--- config.mk ---
export PLATFORM = sky130hd
export DESIGN_NAME = muldiv_unit
export DESIGN_NICKNAME = d
export VERILOG_FILES = /design/src/rtl/muldiv_pkg.sv /design/src/rtl/muldiv_unit_div_iter.sv /design/src/rtl/muldiv_unit.sv
export SDC_FILE = /design/constraint.sdc
export NUM_CORES = 1
export LEC_CHECK = 0
export BUFFER_PORTS_ARGS = -buffer_cell sky130_fd_sc_hd__buf_4
export CAP_MARGIN = 5
export CORE_MARGIN = 3
export CORE_UTILIZATION = 58
export CTS_CLUSTER_DIAMETER = 50
export DETAILED_ROUTE_END_ITERATION = 6
export PLACE_DENSITY = 0.86
export SYNTH_ARGS = -nofsm -noshare
export SYNTH_HDL_FRONTEND = slang
export SYNTH_SLANG_ARGS = --single-unit
--- constraint.sdc ---
create_clock -name clk -period 3.65 [get_ports clk]
set_input_delay 0.5475 -clock clk [delete_from_list [all_inputs] [get_ports clk]]
set_output_delay 0.5475 -clock clk [all_outputs]
set_load 0.05 [all_outputs]
--- src/rtl/muldiv_pkg.sv ---
// Shared encodings and helpers for the iterative RV32M multiply/divide unit.
// Helpers operate on up to 64-bit operands; callers pass the live width.
package muldiv_pkg;

   localparam logic [2:0] OP_MUL    = 3'd0;
   localparam logic [2:0] OP_MULH   = 3'd1;
   localparam logic [2:0] OP_MULHSU = 3'd2;
   localparam logic [2:0] OP_MULHU  = 3'd3;
   localparam logic [2:0] OP_DIV    = 3'd4;
   localparam logic [2:0] OP_DIVU   = 3'd5;
   localparam logic [2:0] OP_REM    = 3'd6;
   localparam logic [2:0] OP_REMU   = 3'd7;

   localparam logic [2:0] ST_IDLE = 3'd0;
   localparam logic [2:0] ST_MUL  = 3'd1;
   localparam logic [2:0] ST_DIV  = 3'd2;
   localparam logic [2:0] ST_FIX  = 3'd3;
   localparam logic [2:0] ST_DONE = 3'd4;

   function automatic logic [63:0] width_mask(input int w);
      width_mask = (64'd1 << w) - 64'd1;
   endfunction

   function automatic logic [63:0] abs_val(input logic [63:0] x,
                                           input int w,
                                           input logic sgn);
      logic [63:0] m;
      m = width_mask(w);
      if (sgn && x[w-1])
         abs_val = (~x + 64'd1) & m;
      else
         abs_val = x & m;
   endfunction

   function automatic logic is_min_int(input logic [63:0] x,
                                       input int w);
      is_min_int = x[w-1] && ((x & width_mask(w-1)) == 64'd0);
   endfunction

endpackage

--- src/rtl/muldiv_unit_div_iter.sv ---
// Restoring divider datapath: one quotient bit per step.
// start loads magnitudes; step shifts and conditionally subtracts.
module div_iter #(
   parameter int XLEN = 32
) (
   input  logic            clk,
   input  logic            reset,
   input  logic            start,
   input  logic            step,
   input  logic [XLEN-1:0] dividend,
   input  logic [XLEN-1:0] divisor,
   output logic [XLEN-1:0] quotient,
   output logic [XLEN-1:0] remainder
);

   logic [XLEN-1:0] rem_q;
   logic [XLEN-1:0] quo_q;
   logic [XLEN-1:0] dvs_q;
   logic [XLEN:0]   r_sh;
   logic [XLEN:0]   diff;

   always_comb begin
      r_sh = {rem_q, quo_q[XLEN-1]};
      diff = r_sh - {1'b0, dvs_q};
   end

   always_ff @(posedge clk) begin
      if (reset) begin
         rem_q <= '0;
         quo_q <= '0;
         dvs_q <= '0;
      end else if (start) begin
         rem_q <= '0;
         quo_q <= dividend;
         dvs_q <= divisor;
      end else if (step) begin
         // remainder stays below divisor, so r_sh fits XLEN+1 bits
         if (!diff[XLEN]) begin
            rem_q <= diff[XLEN-1:0];
            quo_q <= {quo_q[XLEN-2:0], 1'b1};
         end else begin
            rem_q <= r_sh[XLEN-1:0];
            quo_q <= {quo_q[XLEN-2:0], 1'b0};
         end
      end
   end

   assign quotient  = quo_q;
   assign remainder = rem_q;

endmodule

--- src/rtl/muldiv_unit.sv ---
// Iterative RV32M multiply/divide unit with valid/ready accept and done pulse.
// Define MULDIV_FAST_MUL_EN for a single-cycle multiplier on MUL* ops.
module muldiv_unit
   import muldiv_pkg::*;
#(
   parameter int XLEN = 32
) (
   input  logic            clk,
   input  logic            reset,
   input  logic            valid_i,
   output logic            ready_o,
   input  logic            kill_i,
   input  logic [2:0]      op_i,
   input  logic [XLEN-1:0] rs1_i,
   input  logic [XLEN-1:0] rs2_i,
   output logic [XLEN-1:0] result_o,
   output logic            done_o
);

   localparam int CNT_W = $clog2(XLEN) + 1;

   logic [2:0]        state;
   logic [2:0]        nstate;
   logic [CNT_W-1:0]  cnt;
   logic [2:0]        op_q;
   logic              negp;
   logic              negr;
   logic [XLEN-1:0]   mcand;
   logic [2*XLEN-1:0] prod;

   logic              accept;
   logic              is_div;
   logic              s1;
   logic              s2;
   logic [XLEN-1:0]   a_mag;
   logic [XLEN-1:0]   b_mag;
   logic              div0;
   logic              ovf;
   logic              skip;
   logic [XLEN-1:0]   skip_res;
   logic [XLEN-1:0]   quo;
   logic [XLEN-1:0]   rem;
   logic [2*XLEN-1:0] pfix;
   logic [XLEN-1:0]   qfix;
   logic [XLEN-1:0]   rfix;
   logic [XLEN-1:0]   fix_res;
   logic [2*XLEN-1:0] prod_nxt;

   always_comb begin
      accept = valid_i && ready_o && !kill_i;
      is_div = op_i[2];
      s1 = (op_i == OP_MUL) || (op_i == OP_MULH) ||
           (op_i == OP_MULHSU) || (op_i == OP_DIV) ||
           (op_i == OP_REM);
      s2 = (op_i == OP_MUL) || (op_i == OP_MULH) ||
           (op_i == OP_DIV) || (op_i == OP_REM);
      a_mag = XLEN'(abs_val(64'(rs1_i), XLEN, s1));
      b_mag = XLEN'(abs_val(64'(rs2_i), XLEN, s2));
      div0 = is_div && (rs2_i == '0);
      ovf = ((op_i == OP_DIV) || (op_i == OP_REM)) &&
            is_min_int(64'(rs1_i), XLEN) && (&rs2_i);
      skip = div0 || ovf;
      // REM* ops have op bit 1 set
      if (div0)
         skip_res = op_i[1] ? rs1_i : '1;
      else
         skip_res = op_i[1] ? '0 : rs1_i;
   end

`ifdef MULDIV_FAST_MUL_EN
   always_comb begin
      prod_nxt = {{XLEN{1'b0}}, mcand} *
                 {{XLEN{1'b0}}, prod[XLEN-1:0]};
   end
`else
   logic [XLEN:0] sum;
   always_comb begin
      sum = {1'b0, prod[2*XLEN-1:XLEN]} +
            (prod[0] ? {1'b0, mcand} : '0);
      prod_nxt = {sum, prod[XLEN-1:1]};
   end
`endif

   always_comb begin
      pfix = negp ? -prod : prod;
      qfix = negp ? -quo : quo;
      rfix = negr ? -rem : rem;
      if (op_q[2])
         fix_res = op_q[1] ? rfix : qfix;
      else if (op_q == OP_MUL)
         fix_res = pfix[XLEN-1:0];
      else
         fix_res = pfix[2*XLEN-1:XLEN];
   end

   always_comb begin
      nstate = state;
      unique case (state)
         ST_IDLE, ST_DONE: begin
            if (accept)
               nstate = skip ? ST_DONE :
                        (is_div ? ST_DIV : ST_MUL);
            else
               nstate = ST_IDLE;
         end
`ifdef MULDIV_FAST_MUL_EN
         ST_MUL: nstate = ST_FIX;
`else
         ST_MUL: if (cnt == '0) nstate = ST_FIX;
`endif
         ST_DIV: if (cnt == '0) nstate = ST_FIX;
         ST_FIX: nstate = ST_DONE;
         default: nstate = ST_IDLE;
      endcase
      if (kill_i)
         nstate = ST_IDLE;
   end

   div_iter #(.XLEN(XLEN)) u_div (
      .clk       (clk),
      .reset     (reset),
      .start     (accept && is_div),
      .step      (state == ST_DIV),
      .dividend  (a_mag),
      .divisor   (b_mag),
      .quotient  (quo),
      .remainder (rem)
   );

   always_ff @(posedge clk) begin
      if (reset) begin
         state    <= ST_IDLE;
         ready_o  <= 1'b1;
         done_o   <= 1'b0;
         result_o <= '0;
         cnt      <= '0;
         op_q     <= '0;
         negp     <= 1'b0;
         negr     <= 1'b0;
         mcand    <= '0;
         prod     <= '0;
      end else begin
         state   <= nstate;
         ready_o <= (nstate == ST_IDLE) || (nstate == ST_DONE);
         done_o  <= (nstate == ST_DONE);
         if (accept) begin
            op_q  <= op_i;
            cnt   <= CNT_W'(XLEN - 1);
            mcand <= a_mag;
            prod  <= {{XLEN{1'b0}}, b_mag};
            negp  <= (s1 & rs1_i[XLEN-1]) ^ (s2 & rs2_i[XLEN-1]);
            negr  <= s1 & rs1_i[XLEN-1];
            if (skip)
               result_o <= skip_res;
         end else begin
            if (state == ST_MUL) begin
               prod <= prod_nxt;
               cnt  <= cnt - 1'b1;
            end
            if (state == ST_DIV)
               cnt <= cnt - 1'b1;
            if ((state == ST_FIX) && !kill_i)
               result_o <= fix_res;
         end
      end
   end

endmodule
==> results of run 1 <==
state kept, by name, summed over array words and instances, names as in the netlist:
name,count
u_div.quotient,32
negr,1
mcand,32
u_div.remainder,32
ready_o,1
cnt,6
state,3
op_q,3
result_o,32
done_o,1
negp,1
u_div.dvs_q,32
prod,64
through the flow:
stage	utilization [%]	instances	total power [mW]	setup WS, ns
after global routing	68.6	2892	8.56	0.0243
after CTS	68.5	2892	8.23	0.0130
after detailed placement	64.5	2829	4.77	0.0459
final	68.6	2892	8.29	0.227
after global placement	64.5	2829	4.75	0.0672
after floorplan	-	2393	4.08	0.441
power breakdown:
group	internal [mW]	leakage [nW]	total (mW)	switching, mW
Sequential	2.73	1.95	2.85	0.124
Combinational	0.717	5.59	1.95	1.24
Clock	2.05	0.586	3.48	1.43
Total	5.49	8.13	8.29	2.80
worst max-delay path: cells and delay by family (launching register included):
family	cells	cell delay (ns)
and+or+nand+nor	5	2.01
AOI/OAI and AO/OA	3	0.69
DFF	1	0.37
xor gates and xnor gates	1	0.28
logic make-up (layout without fill, tap and decap cells):
kind of cell,after synthesis,in the layout,share of synthesized area [%]
xor gates and xnor gates,226,226,11.1
AOI/OAI and AO/OA,699,699,25.6
and+or+nand+nor,880,880,23.2
muxes,30,30,1.68
DFF,240,240,26.9
adders and majority gates,100,100,6.72
buffers and inverters,218,327,4.73
cell usage after synthesis, types with 21 or more instances:
master and number:
or4_1 21, mux2i_1 30, inv_1 63, nand4_1 22, ha_1 71, o31ai_1 33, nor2_1 207, a21o_1 26
and2_1 41, a22o_1 24, nor3_1 78, o21ai_0 150, nand2_1 320, maj3_1 27, a21oi_1 184, xnor2_1 121
clkbuf_1 137, nand3_1 39, dfxtp_1 240, or3_1 25, a311oi_1 49, and3_1 27, xor2_1 105, nand2b_1 23
a211oi_1 84
layer usage:
layer  share of wire (%)  vias to the layer above  GRT usage (%)
met3                  11                      252           7.15
li1                    -                     8856              -
met1                  40                     9128           53.4
met5                   0                        -              0
met2                  42                     1235           61.7
met4                 7.4                        0           24.6
placed cells by master (no fill, tap or decap), types with 49 or more instances in the layout:
master and count:
inv_1 63, nor3_1 76, buf_4 197, a21oi_1 184, dfxtp_1 239, nor2_1 205
nand2_1 319, a311oi_1 49, a211oi_1 82, o21ai_0 150, xor2_1 104, xnor2_1 121
ha_1 71
how the worst max path moves through the flow:
stage | from | to | slack, ns | depth (start not counted)
6_report | u_div.quotient[10] | result_o[25] | 0.23 | 9
3_5_place_dp | u_div.quotient[31] | u_div.remainder[15] | 0.05 | 13
4_1_cts | u_div.quotient[31] | u_div.remainder[15] | 0.01 | 13
5_1_grt | prod[0] | prod[57] | 0.02 | 15
2_1_floorplan | u_div.quotient[31] | u_div.remainder[31] | 0.44 | 13
3_3_place_gp | rs2_i[9] | result_o[10] | 0.07 | 11
timing repair:
action | 4_1_cts | 5_1_grt
hold buffers | 0 | 0
resized for setup | 0 | 3
setup endpoints to repair | 0 | 33
final cells by class:
class / count / area, um^2
Multi-Input combinational cell: 1935 / 12300
Fill cell: 2533 / 9410
Sequential cell: 240 / 4810
Timing Repair Buffer: 201 / 1560
Clock buffer: 40 / 936
Tap cell: 390 / 488
Clock inverter: 23 / 259
Inverter: 63 / 236
==> flow_metrics.tcl, run 1 <==
set metrics [dict create \
    status "completed" \
    slew_headroom_pct 25.2 \
    holdCritStartpoint "kill_i" \
    cts_buffers 36 \
    ir_drop_mv 0.338 \
    grt_max_degree 77 \
    ctsLongestPathBuffers 3 \
    hold_path_class "input port to flip-flop" \
    slowest_delay_ns 0.55 \
    avgSynthCellArea_um2 7.46 \
    ios 105 \
    place.gp.congestion 1.07 \
    die_x_um 181 \
    r2r-end "result_o[25]" \
    antenna_cells 0 \
    layout.nets 2621 \
    syn_to_final_growth_pct 15.1 \
    cap_violations 0 \
    clock_latency_ns 0.54 \
    synth_area_leaders "dfxtp_1, nand2_1, xnor2_1" \
    cts_tree "built" \
    r2r_setup_slack_ns 0.23 \
    clock.fmax_mhz 292 \
    syn_nets 2537 \
    core_area_um2 30000 \
    rsz0062_at_grt "no" \
    grt_pass1_wl_um 106000 \
    route.detailed.drc 0 \
    crit_top_cell "or4_4" \
    rr_worst_depth 9 \
    r2r_start "u_div.quotient[10]" \
    cts_setup_buffers 0 \
    period_share_pct 93.8 \
    crit_chain "or4_4 -> or4_4 -> or4_4 -> o31ai_1 -> xnor2_1 -> o221ai_1 -> nor3_1 -> a211oi_1 -> nor3_1" \
    critPathMaxFanout 6 \
    holdPathEnd "state[2]" \
    tns_ns 0 \
    drt_iter0_drc 2660 \
    startpoint_type "flip-flop" \
    post_drt_wl_per_cell_um 24.0 \
    layout-drive-gt1-share_pct 12.2 \
    root_buffer "clkbuf_16" \
    end_kind "flip-flop" \
    ys_ff_latch 240 \
    min_path_cells 2 \
    crit_path_top_delay_cell "or4_4" \
    antenna_found_initial 3 \
    drv_slew 0 \
    hpwl_um 52500 \
    grt_overflow 0 \
    cp.required_ns 4.11 \
    critPathKind "flip-flop to flip-flop" \
    die-area_um2 32900 \
    power.density_nw_per_um2 403 \
    synth_edf_count 0 \
    synthCells 2393 \
    clock_skew_ns 0.0242 \
    viasPerCell 6.73 \
    hold_viol 0 \
    clk_pin_slew_ns 0.05 \
    synth.distinct_cells 68 \
    synth_top_area_share_pct 26.9 \
    yosysTopAreaCell "dfxtp_1" \
    die_h_um 181 \
    grt_pass1_vias 18183 \
    routed_wirelength_um 69300 \
    placed_area_um2 19300 \
    period_needed_ns 3.42 \
    rows 63 \
    yosysSeqAreaShare_pct 26.9 \
    hold_slack_ns 0.262 \
    synthFlopType "dfxtp_1" \
    clock_sinks 240 \
    drtAntennaViolNets 0 \
    final_area_um2 20500 \
    worstPathArrival_ns 3.88 \
    grtUsageTotal_pct 40.4 \
    htree_levels 2 \
    finalSetupViolCount 0 \
    syn_area_um2 17800 \
    vias 19471 \
    first_pass_iters 6 \
    p_leak_nw 8.13 \
    worst-slew-pin-transition_ns 1.12 \
    ys_async_sr_fraction_pct 0 \
    start_util_pct 59.6 \
    io_buffers 104 \
    ys_warn_count 0 \
]
(Power assumes the default switching activity.)
==> inputs of run 2 (changes only) <==
Settings changed: MAX_ROUTING_LAYER set to met4.
==> flow_metrics.tcl, run 2 (synthesis results as in run 1) <==
set metrics [dict create \
    status "completed" \
    multi_input_area_um2 12300 \
    start_util_pct 59.6 \
    place.gp.congestion 1.06 \
    drt_iter0_drc 2735 \
    die_x_um 181 \
    gr-usage-met1_pct 56.0 \
    critPathKind "flip-flop to flip-flop" \
    clock_latency_ns 0.52 \
    n_fill_cell 2606 \
    cts_setup_buffers 0 \
    register_area_um2 4810 \
    end_kind "flip-flop" \
    p_total_mw 8.28 \
    period_needed_ns 3.49 \
    r2r-end "result_o[0]" \
    combPwrFrac_pct 23.7 \
    grt_pass1_vias 17758 \
    drv_slew 0 \
    io_buffers 104 \
    root_buffer "clkbuf_16" \
    drtAntennaViolNets 0 \
    power.density_nw_per_um2 402 \
    holdCritStartpoint "kill_i" \
    cts_hold_buf 0 \
    clock.fmax_mhz 287 \
    clk_pin_slew_ns 0.06 \
    rsz0062_at_grt "no" \
    top_register "prod" \
    critPathMaxFanout 5 \
    die_h_um 181 \
    rr_worst_depth 10 \
    first_pass_iters 6 \
    worstPathArrival_ns 3.93 \
    period_share_pct 95.6 \
    layout-drive-gt1-share_pct 12.2 \
    worst-slew-pin-transition_ns 1.12 \
    cp.required_ns 4.09 \
    min_path_cells 2 \
    p_clk_share_pct 41.9 \
    ios 105 \
    post_drt_wl_per_cell_um 24.2 \
    hpwl_um 54000 \
    layout.cells.non_filler 2898 \
    hold_viol 0 \
    hold_path_class "input port to flip-flop" \
    switchingPower_mw 2.75 \
    cap_violations 0 \
    antenna_found_initial 2 \
    r2r_start "prod[19]" \
    grtUsageMet3_pct 5.89 \
    internal_power_mw 5.53 \
    viasPerCell 6.72 \
    ctsLongestPathBuffers 3 \
    layout_commonest_cell "nand2_1" \
    final_util_pct 68.8 \
    vias 19477 \
    die-area_um2 32900 \
    grt_pass1_wl_um 107000 \
    grt_overflow 0 \
    layout.nets 2627 \
    cts_buffers 36 \
    seqPwrFrac_pct 34.4 \
    clock_skew_ns 0.0180 \
    place_inst 2835 \
    holdPathEnd "state[2]" \
    gr-usage-met2_pct 61.9 \
    tns_ns 0 \
    grt_max_degree 90 \
    route.detailed.drc 0 \
    final_cell_mix "nand2_1, dfxtp_1, nor2_1, buf_4, a21oi_1" \
    core_area_um2 30000 \
    switching_share_pct 33.2 \
    clock_sinks 240 \
    finalSetupViolCount 0 \
    r2r_setup_slack_ns 0.16 \
    startpoint_type "flip-flop" \
    htree_levels 2 \
    syn_to_final_growth_pct 15.4 \
    rows 63 \
    ir_drop_mv 0.373 \
    grtUsageTotal_pct 42.3 \
    busiest_layer "met2" \
    routed_wirelength_um 70200 \
    cts_tree "built" \
    slew_headroom_pct 24.9 \
    largest_register_ffs 64 \
    p_leak_nw 8.15 \
]
==> run 2: layer usage <==
layer | vias up | part of all wire, %
met5 | - | 0
met3 | 223 | 11
met1 | 9167 | 40
li1 | 8833 | -
met4 | 0 | 7.1
met2 | 1254 | 43
==> run 2: power by group through the flow <==
stage,Clock (mW),Sequential [mW],Combinational (mW)
finish,3.47,2.85,1.96
global placement,0,2.90,1.87
global route,3.60,2.86,2.09
CTS,3.46,2.85,1.91
floorplan,0,2.86,1.22
detailed placement,0,2.90,1.89
==> run 2: metrics by stage <==
| step | setup slack (ns) | cell area [um^2] | hold slack, ns |
|---|---|---|---|
| floorplan | 0.441 | 17800 | 0.417 |
| global placement | 0.120 | 19400 | 0.432 |
| detailed placement | 0.0421 | 19400 | 0.439 |
| CTS | 0.0769 | 20600 | 0.267 |
| global route | 0.00471 | 20600 | 0.288 |
| finish | 0.160 | 20600 | 0.280 |
==> run 2: worst max-delay path by stage <==
stage	start	slack (ns)	to
2_1_floorplan	u_div.quotient[31]	0.44	u_div.remainder[31]
3_3_place_gp	rs2_i[0]	0.12	result_o[24]
3_5_place_dp	rs2_i[0]	0.04	result_o[24]
4_1_cts	u_div.quotient[31]	0.08	u_div.remainder[7]
5_1_grt	u_div.quotient[31]	0.005	u_div.remainder[8]
6_report	prod[19]	0.16	result_o[0]
==> run 2: area by class of cell <==
type	count	share of cell area (%)
tap	390	2.37
timing repair buffer	207	7.91
clock inverter	21	1.21
multi-input combinational	1935	59.5
sequential	240	23.3
clock buffer	41	4.51
inverter	63	1.15
antenna	1	0.0121
==> run 2: worst max-delay path, stage by stage (launching register included) <==
cell and delay (ns):
dfxtp_1 0.37, or4_1 0.58, or2_2 0.34, nor4_2 0.53
nand2_1 0.19, o21ai_0 0.25, xnor2_1 0.20, o22ai_1 0.15
a211oi_1 0.53, a211oi_1 0.10, nor3_1 0.18
==> run 2: timing repair <==
action                                 in CTS  in global routing
setup endpoints to repair                   0                 32
gates resized for setup                     0                  2
endpoints found under the hold margin       0                  0
==> inputs of run 3 (changes only) <==
Settings changed: ABC_AREA set to 1.
==> flow_metrics.tcl, run 3 <==
set metrics [dict create \
    busiest_layer "met2" \
    clock_sinks 240 \
    clk_pin_slew_ns 0.06 \
    status "completed" \
    ys_warn_count 0 \
    grtUsageTotal_pct 43.3 \
    holdPathEnd "state[2]" \
    grt_max_degree 86 \
    tns_ns 0 \
    drtAntennaViolNets 0 \
    ir_drop_mv 0.356 \
    die_x_um 198 \
    gr-usage-met1_pct 56.2 \
    root_buffer "clkbuf_16" \
    synth-xor-area-share_pct 3.43 \
    cts_buffers 36 \
    syn_area_um2 21500 \
    startpoint_type "flip-flop" \
    drt_iter0_drc 3393 \
    syn_to_final_growth_pct 10.1 \
    synth_top_area_share_pct 22.4 \
    synth_area_leaders "dfxtp_1, nand2_1, inv_1" \
    post_drt_wl_per_cell_um 20.0 \
    start_util_pct 59.7 \
    r2r-end "u_div.remainder[24]" \
    io_buffers 104 \
    critPathMaxFanout 32 \
    yosysSeqAreaShare_pct 22.4 \
    final_cell_mix "nand2_1, inv_1, nor2_1, nand3_1, o21ai_0" \
    clock_skew_ns 0.0264 \
    cts_tree "built" \
    ctsLongestPathBuffers 3 \
    synth_edf_count 0 \
    routed_wirelength_um 85000 \
    vias 25611 \
    r2r_start "u_div.quotient[31]" \
    die-area_um2 39400 \
    ios 105 \
    period_share_pct 82.9 \
    layout-drive-gt1-share_pct 8.18 \
    layout.cells.non_filler 4254 \
    route.detailed.drc 0 \
    crit_chain "inv_1 -> ha_1 -> fa_1 -> inv_1 -> nand2_1 -> o21ai_2 -> nand2_1 -> nand2_2 -> nand2_1 -> nand2_2 -> nand2_2 -> nand2_1 -> nand2_1 -> nand2_2 -> nand2_1 -> nand3_1 -> a21oi_1" \
    synth_top_family_by_area "simple AND/OR/NAND/NOR gates" \
    end_kind "flip-flop" \
    synth.distinct_cells 60 \
    ys_ff_latch 240 \
    hold_path_class "input port to flip-flop" \
    holdCritStartpoint "kill_i" \
    synth-compound-area-share_pct 18.9 \
    hold_viol 0 \
    first_pass_iters 7 \
    critPathKind "flip-flop to flip-flop" \
    hpwl_um 66300 \
    final_util_pct 65.7 \
    power.density_nw_per_um2 381 \
    ys_top_cells_by_count "nand2_1, inv_1, nor2_1" \
    yosys-mux-area-fraction_pct 0 \
    grt_overflow 0 \
    antenna_found_initial 5 \
    synthFlopType "dfxtp_1" \
    rows 69 \
    worstPathArrival_ns 3.44 \
    cp.required_ns 4.07 \
    slew_headroom_pct 20.6 \
    grt_pass1_vias 22797 \
    grtUsageMet3_pct 11.0 \
    crit_top_cell "nand2_1" \
    rsz0062_at_grt "no" \
    ys_async_sr_fraction_pct 0 \
    place.gp.congestion 1.10 \
    synth_fa_ha_area_share_pct 4.37 \
    gr-usage-met2_pct 63.4 \
    crit_path_top_delay_cell "nand2_2" \
    worst-slew-pin-transition_ns 1.19 \
    p_total_mw 9.01 \
    p_leak_nw 12.2 \
    synth_most_common_cell "nand2_1" \
    rr_worst_depth 17 \
    layout_commonest_cell "nand2_1" \
    cap_violations 0 \
    synth_simple_gate_area_share_pct 39.3 \
    cts_resized 0 \
    cts_setup_buffers 0 \
    cts_hold_buf 0 \
    largest_register_ffs 64 \
    yosysTopAreaCell "dfxtp_1" \
    place_inst 4183 \
    n_fill_cell 3556 \
    drv_slew 0 \
    top_register "prod" \
    layout.nets 3904 \
    core_area_um2 36000 \
    grt_pass1_wl_um 128000 \
    finalSetupViolCount 0 \
    slowest_delay_ns 0.47 \
    period_needed_ns 3.03 \
    syn_nets 3869 \
    r2r_setup_slack_ns 0.62 \
    clock_latency_ns 0.57 \
    viasPerCell 6.02 \
    htree_levels 2 \
    avgSynthCellArea_um2 5.77 \
    synthCells 3725 \
    clock.fmax_mhz 331 \
    die_h_um 198 \
    min_path_cells 2 \
]
run 3: final cells by class:
class	count	area [um^2]	share of cell area, %
multi-input combinational	2856	14200	60.1
sequential	240	4810	20.3
inverter	497	1870	7.89
timing repair buffer	129	993	4.20
clock buffer	43	978	4.14
tap	461	577	2.44
clock inverter	23	214	0.905
antenna	5	12.5	0.0529
run 3: per-layer routing:
layer,up-vias,part of all wire (%)
met3,300,13
met5,-,0
met2,1671,42
li1,12183,-
met4,0,5.4
met1,11457,40
run 3: stage by stage:
| stage | hold WS (ns) | setup slack, ns | area, um^2 |
|---|---|---|---|
| floorplan | 0.426 | 1.23 | 21500 |
| global placement | 0.442 | 0.652 | 22400 |
| detailed placement | 0.445 | 0.583 | 22400 |
| CTS | 0.200 | 0.700 | 23600 |
| global route | 0.220 | 0.466 | 23700 |
| finish | 0.206 | 0.625 | 23700 |
run 3: how the worst max path moves through the flow:
stage	startpoint	to	depth (start not counted)	slack [ns]
floorplan	prod[0]	prod[53]	17	1.23
global placement	valid_i	u_div.quotient[15]	11	0.65
detailed placement	valid_i	u_div.quotient[11]	11	0.58
CTS	u_div.quotient[31]	u_div.remainder[5]	17	0.70
global route	u_div.quotient[31]	u_div.remainder[17]	17	0.47
finish	u_div.quotient[31]	u_div.remainder[24]	17	0.62
run 3: cell families (layout without fill, tap and decap cells):
logic type | after synthesis | count (layout)
DFF | 240 | 240
AOI/OAI and AO/OA | 715 | 715
and+or+nand+nor | 1983 | 1983
other | 0 | 5
adders and majority gates | 74 | 74
xor gates and xnor gates | 84 | 84
buffers and inverters | 629 | 692
run 3: report_power, final:
| group | internal, mW | switching [mW] | leakage, nW |
|---|---|---|---|
| logic | 0.745 | 1.94 | 9.62 |
| registers | 2.72 | 0.107 | 1.95 |
| clock network | 1.99 | 1.50 | 0.594 |
| total | 5.46 | 3.55 | 12.2 |
run 3: worst max-delay path: cells and delay by family, from the launching register on:
family,cells,cell delay [ns]
AOI/OAI and AO/OA,2,0.26
and+or+nand+nor,11,1.42
adders and majority gates,2,0.66
DFF,1,0.34
buffers and inverters,2,0.21
